<file path="config.mk">
export PLATFORM = sky130hd
export DESIGN_NAME = pifo_reg_ctrl
export DESIGN_NICKNAME = d
export VERILOG_FILES = /design/src/rtl/pifo_reg_pkg.sv /design/src/rtl/pifo_min_tree.sv /design/src/rtl/pifo_reg_ctrl.sv
export SDC_FILE = /design/constraint.sdc
export NUM_CORES = 2
export LEC_CHECK = 0
export CELL_PAD_IN_SITES_DETAIL_PLACEMENT = 1
export CELL_PAD_IN_SITES_GLOBAL_PLACEMENT = 1
export CORE_MARGIN = 4
export CORE_UTILIZATION = 50
export CTS_BUF_LIST = sky130_fd_sc_hd__clkbuf_16
export DETAILED_ROUTE_END_ITERATION = 10
export HOLD_SLACK_MARGIN = 0.02
export MAX_ROUTING_LAYER = met4
export PLACE_DENSITY_LB_ADDON = 0.05
export SLEW_MARGIN = 20
export SYNTH_ARGS = -nofsm -noshare
export SYNTH_HDL_FRONTEND = slang
export SYNTH_SLANG_ARGS = --single-unit
export TNS_END_PERCENT = 5
</file>
<file path="constraint.sdc">
create_clock -name clk -period 22.8 [get_ports clk]
set_input_delay 2.28 -clock clk [delete_from_list [all_inputs] [get_ports clk]]
set_output_delay 2.28 -clock clk [all_outputs]
set_load 0.02 [all_outputs]
</file>
<file path="src/rtl/pifo_reg_pkg.sv">
// Shared constants and types for the register-based PIFO controller.
package pifo_reg_pkg;

  localparam int REG_WIDTH  = 16;
  localparam int IDX_WIDTH  = 4;
  localparam int DATA_WIDTH = 16;
  localparam int META_WIDTH = 32;

  // One storage slot of the PIFO.
  typedef struct packed {
    logic                  vld;
    logic [DATA_WIDTH-1:0] rank;
    logic [META_WIDTH-1:0] meta;
  } slot_t;

  // Comparator tree node: metadata stays in the slots and is fetched by idx.
  typedef struct packed {
    logic                  vld;
    logic [DATA_WIDTH-1:0] rank;
    logic [IDX_WIDTH-1:0]  idx;
  } node_t;

  typedef enum logic {
    READY  = 1'b0,
    SETTLE = 1'b1
  } state_e;

  // Pairwise min stage. The left operand carries the lower indices, so it
  // wins ties; a lone valid operand always wins.
  function automatic node_t node_min(input node_t a, input node_t b);
    if (!b.vld || (a.vld && (a.rank <= b.rank))) return a;
    return b;
  endfunction

endpackage

</file>
<file path="src/rtl/pifo_min_tree.sv">
// log2(N)-level pairwise-min tree over {vld, rank, idx}; purely combinational.
module pifo_min_tree
  import pifo_reg_pkg::*;
#(
  parameter int N    = REG_WIDTH,
  parameter int LVLS = IDX_WIDTH
) (
  input  node_t [N-1:0] leaf,
  output node_t         root
);

  for (genvar l = 0; l < LVLS; l++) begin : lvl_g
    localparam int NN = N >> (l + 1);
    node_t [NN-1:0] y;
    for (genvar n = 0; n < NN; n++) begin : node_g
      if (l == 0) begin : leaf_g
        assign y[n] = node_min(leaf[2*n], leaf[2*n+1]);
      end else begin : inner_g
        assign y[n] = node_min(lvl_g[l-1].y[2*n], lvl_g[l-1].y[2*n+1]);
      end
    end
  end

  assign root = lvl_g[LVLS-1].y[0];

endmodule

</file>
<file path="src/rtl/pifo_reg_ctrl.sv">
// PIFO controller: slot array, free-slot encoder, registered head and a
// two-state pop sequencer that keeps a stale head from being consumed.
module pifo_reg_ctrl
  import pifo_reg_pkg::*;
(
  input  logic                  clk,
  input  logic                  rst,
  input  logic                  ins_vld,
  input  logic [DATA_WIDTH-1:0] ins_rank,
  input  logic [META_WIDTH-1:0] ins_meta,
  output logic                  ins_rdy,
  input  logic                  pop,
  output logic                  pop_rdy,
  output logic                  head_vld,
  output logic [DATA_WIDTH-1:0] head_rank,
  output logic [META_WIDTH-1:0] head_meta,
  output logic [IDX_WIDTH-1:0]  head_idx,
  output logic [IDX_WIDTH:0]    count,
  output logic                  full,
  output logic                  empty
);

  state_e                   state_q, state_d;
  slot_t [REG_WIDTH-1:0]    slots_q, slots_d;
  logic  [IDX_WIDTH:0]      count_q, count_d;
  node_t                    head_q, head_d;
  logic  [META_WIDTH-1:0]   head_meta_q, head_meta_d;

  logic                     free_vld;
  logic  [IDX_WIDTH-1:0]    free_idx;
  node_t [REG_WIDTH-1:0]    leaf;
  node_t                    root;
  logic                     ins_acc, pop_acc;

  assign full    = (count_q == (IDX_WIDTH+1)'(REG_WIDTH));
  assign empty   = (count_q == '0);
  assign ins_rdy = !full;
  assign pop_rdy = (state_q == READY) && head_q.vld;
  assign ins_acc = ins_vld && ins_rdy && free_vld;
  assign pop_acc = pop && pop_rdy;

  assign count     = count_q;
  assign head_vld  = head_q.vld;
  assign head_rank = head_q.rank;
  assign head_idx  = head_q.idx;
  assign head_meta = head_meta_q;

  // Lowest-index free slot, taken from pre-pop state so a slot being popped
  // this cycle is never reused in the same cycle.
  always_comb begin
    free_vld = 1'b0;
    free_idx = '0;
    for (int i = REG_WIDTH - 1; i >= 0; i--) begin
      if (!slots_q[i].vld) begin
        free_vld = 1'b1;
        free_idx = IDX_WIDTH'(i);
      end
    end
  end

  // Tree leaves: each slot tagged with its own index.
  always_comb begin
    for (int i = 0; i < REG_WIDTH; i++) begin
      leaf[i].vld  = slots_q[i].vld;
      leaf[i].rank = slots_q[i].rank;
      leaf[i].idx  = IDX_WIDTH'(i);
    end
  end

  pifo_min_tree #(.N(REG_WIDTH), .LVLS(IDX_WIDTH)) u_tree (
    .leaf (leaf),
    .root (root)
  );

  // Head follows the tree root every cycle; an empty array yields an all-zero head.
  always_comb begin
    head_d      = '0;
    head_meta_d = '0;
    if (root.vld) begin
      head_d      = root;
      head_meta_d = slots_q[root.idx].meta;
    end
  end

  // Slot updates: pop clears the head slot, insert fills the free slot.
  always_comb begin
    slots_d = slots_q;
    if (pop_acc) slots_d[head_q.idx].vld = 1'b0;
    if (ins_acc) begin
      slots_d[free_idx].vld  = 1'b1;
      slots_d[free_idx].rank = ins_rank;
      slots_d[free_idx].meta = ins_meta;
    end
  end

  // Occupancy: a simultaneous insert and pop cancel out.
  always_comb begin
    count_d = count_q;
    case ({ins_acc, pop_acc})
      2'b10:   count_d = count_q + (IDX_WIDTH+1)'(1);
      2'b01:   count_d = count_q - (IDX_WIDTH+1)'(1);
      default: count_d = count_q;
    endcase
  end

  // Sequencer: any accepted op forces a cycle for the head to catch up;
  // further inserts keep it there.
  always_comb begin
    state_d = state_q;
    case (state_q)
      READY:   if (ins_acc || pop_acc) state_d = SETTLE;
      SETTLE:  if (!ins_acc)           state_d = READY;
      default: state_d = READY;
    endcase
  end

  // State registers with synchronous reset.
  always_ff @(posedge clk) begin
    if (rst) begin
      state_q     <= READY;
      slots_q     <= '0;
      count_q     <= '0;
      head_q      <= '0;
      head_meta_q <= '0;
    end else begin
      state_q     <= state_d;
      slots_q     <= slots_d;
      count_q     <= count_d;
      head_q      <= head_d;
      head_meta_q <= head_meta_d;
    end
  end

endmodule

</file>
==> flow_metrics.env <==
export IMPL_status="finished clean"
export IMPL_clock_skew_final_ns=0.03300
export IMPL_cap_violations=0
export IMPL_required_ns=23.35
export IMPL_fp_coreArea_um2=83560
export IMPL_ctsHoldBuffers=0
export IMPL_synth_warnings=0
export IMPL_synth_edf_count=0
export IMPL_track_usage=0.3708
export IMPL_grt_busiest_layer="met2"
export IMPL_rows=106
export IMPL_synth_cell_type_count=70
export IMPL_clockBufferDepth=3
export IMPL_utilization=0.5546
export IMPL_clk_pin_slew_ns=0.06
export IMPL_cts_made_buffers=92
export IMPL_grt_overflow=0
export IMPL_relSlewSlack=0.1785
export IMPL_path_class="flop to flop"
export IMPL_layout_cells_non_filler=6632
export IMPL_area_growth_pct=10.06
export IMPL_post_place_cells=6450
export IMPL_first_pass_iters=5
export IMPL_crit_fanout=65
export IMPL_cp_start_kind="flop"
export IMPL_cp_data_arrival_time_ns=13.18
export IMPL_grt_pass1_vias=41370
export IMPL_die_area_um2=88910
export IMPL_period_needed_ns=12.62
export IMPL_synthFlopType="dfxtp_1"
export IMPL_fin_setup_tns_ns=0
export IMPL_worst_slew_pin_slew_ns=1.232
export IMPL_seq_area_frac_synth=0.4009
export IMPL_gp_congestion=0.9178
export IMPL_avgSynthCellArea_um2=7.426
export IMPL_rsz0062_at_grt="false"
export IMPL_synth_async_sr_flop_share=0
export IMPL_antenna_left=0
export IMPL_io_buffers=113
export IMPL_cts_repair_resized=0
export IMPL_cpMostUsedCell="nand4_1"
export IMPL_dieHeight_um=298.2
export IMPL_dpl_hpwl_um=98090
export IMPL_syn_instance_count=5669
export IMPL_ys_seq_elements=843
export IMPL_wire_per_inst_um=24.92
export IMPL_routed_via_density=6.133
export IMPL_grt_pass1_wl_um=250800
export IMPL_cts_sinks=843
export IMPL_grtUsageMet3=0.05524
export IMPL_wl_um=165200
export IMPL_period_share=0.5537
export IMPL_drcViolationCount=0
export IMPL_layout_common_cells="nand2_1 (1702), a21oi_1 (877), dfxtp_1 (843)"
export IMPL_pre_cts_slack_ns=10.32
export IMPL_fmax_mhz=79.22
export IMPL_slew_viol_final=0
export IMPL_met2_usage=0.6186
export IMPL_vdd_drop_max_mv=0.06489
export IMPL_p_leak_nw=16.76
export IMPL_max_stage_delay_ns=0.78
export IMPL_fin_ws_ns=10.18
export IMPL_antenna_found_initial=13
export IMPL_final_common_cell="nand2_1"
export IMPL_endpoint_kind="flop"
export IMPL_root_buffer="clkbuf_16"
export IMPL_cts_tree="built"
export IMPL_final_net_count=5763
export IMPL_post_cts_buffers=0
export IMPL_finalHoldViolCount=0
export IMPL_met1_usage=0.4509
export IMPL_cts_htree_levels=3
export IMPL_hp_class="flop to flop"
export IMPL_power_density_nw_per_um2=68.27
export IMPL_vias=40670
export IMPL_finalSetupViolCount=0
export IMPL_io_pins=114
export IMPL_syn_area_um2=42100
export IMPL_slowest_stage="buf_4"
export IMPL_drive_gt1_frac=0.05143
export IMPL_path_buf_inv=4
export IMPL_synth_nets=5967
export IMPL_grt_max_degree=200
export IMPL_die_x_um=298.2
export IMPL_insertion_delay_ns=0.67
export IMPL_cpLargestDelayFamily="simple AND/OR/NAND/NOR gates"
export IMPL_drtIter0Drc=3627
export IMPL_floorplan_initialDensity=0.5039
[final timing paths]
kind,startpoint,slack (ns),to,cells past startpoint
worst max-delay path,leaf[166],10.18,head_meta[28],38
worst min-delay path,slots_q[592],0.45,slots_q[592],2
worst max register to register,leaf[166],10.18,head_meta[28],38
worst min register to register,slots_q[592],0.45,slots_q[592],2
[Yosys cell counts (all sizes together), types with 4 or more instances]
cell,instances,area share
a2111oi,4,0.00083
a211oi,12,0.0021
a21boi,7,0.0012
a21o,20,0.0036
a21oi,878,0.10
a31oi,38,0.0058
a32o,62,0.015
and2,13,0.0019
and3,9,0.0013
and4,5,0.0010
buf,77,0.0094
clkbuf,411,0.037
dfxtp,843,0.40
ha,245,0.073
inv,200,0.018
mux2,21,0.0056
mux2i,224,0.053
nand2,1715,0.15
nand2b,9,0.0013
nand3,245,0.029
nand3b,6,0.0011
nand4,75,0.011
nor2,151,0.014
nor2b,18,0.0027
nor3,16,0.0019
nor4,15,0.0024
nor4b,4,0.00083
o211ai,14,0.0025
o21a,4,0.00071
o21ai,245,0.029
o22ai,4,0.00074
o31ai,34,0.0065
or2,4,0.00059
or3,5,0.00074
[worst register-to-register path, delay by kind of cell (launching register included)]
kind                       cells  cell delay [ns]
AOI/OAI and AO/OA              9             2.99
and+or+nand+nor               20             5.47
DFF                            1             0.35
adders and majority gates      4             1.35
muxes                          1             0.40
buffers and inverters          4             2.00
[stage by stage]
step	total power, mW	cell area, um^2	hold slack [ns]
3_3_place_gp	1.745	43420	0.4351
2_1_floorplan	1.665	42100	0.4284
5_1_grt	3.259	46340	0.4674
6_report	3.163	46340	0.4512
3_5_place_dp	1.750	43430	0.4438
4_1_cts	3.176	46290	0.4529
[sequential cells by signal, indices dropped and copies added, names as in the netlist]
| name | flops |
|---|---|
| count | 5 |
| head_idx | 4 |
| head_vld | 1 |
| head_meta | 32 |
| state_q | 1 |
| leaf | 272 |
| head_rank | 16 |
| slots_q | 512 |
[kinds of logic (layout without fill, tap and decap cells)]
| kind of cell | count (synthesis) | count (layout) | synth area share |
|---|---|---|---|
| buffers and inverters | 688 | 560 | 0.06384 |
| DFF | 843 | 843 | 0.4009 |
| AOI/OAI and AO/OA | 1348 | 1348 | 0.1785 |
| muxes | 245 | 245 | 0.05887 |
| adders and majority gates | 246 | 246 | 0.07329 |
| other | 0 | 11 | 0 |
| and+or+nand+nor | 2295 | 2295 | 0.2238 |
| xor gates and xnor gates | 4 | 4 | 0.0008323 |
[per-layer routing]
| layer | wire length [um] | part of all wire | vias up |
|---|---|---|---|
| met5 | 0 | 0 | - |
| met1 | 68050 | 0.41 | 20220 |
| met2 | 79200 | 0.48 | 1348 |
| met3 | 10940 | 0.066 | 389 |
| met4 | 7059 | 0.043 | 0 |
| li1 | - | - | 18720 |
[area by class of cell]
type | instances | area, um^2
Sequential cell | 843 | 16880
Inverter | 200 | 750.7
Tap cell | 1080 | 1351
Antenna cell | 11 | 27.53
Clock inverter | 77 | 530.5
Clock buffer | 93 | 2327
Multi-Input combinational cell | 4138 | 22740
Timing Repair Buffer | 190 | 1730
Fill cell | 10440 | 37220
[power breakdown]
group | internal [mW] | switching (mW) | total (mW) | leakage, nW
registers | 1.49 | 0.0103 | 1.50 | 6.80
clock network | 0.789 | 0.652 | 1.44 | 1.46
logic | 0.0625 | 0.164 | 0.226 | 8.50
total | 2.34 | 0.825 | 3.16 | 16.8
Note: power is estimated with default switching activity, not from simulation.
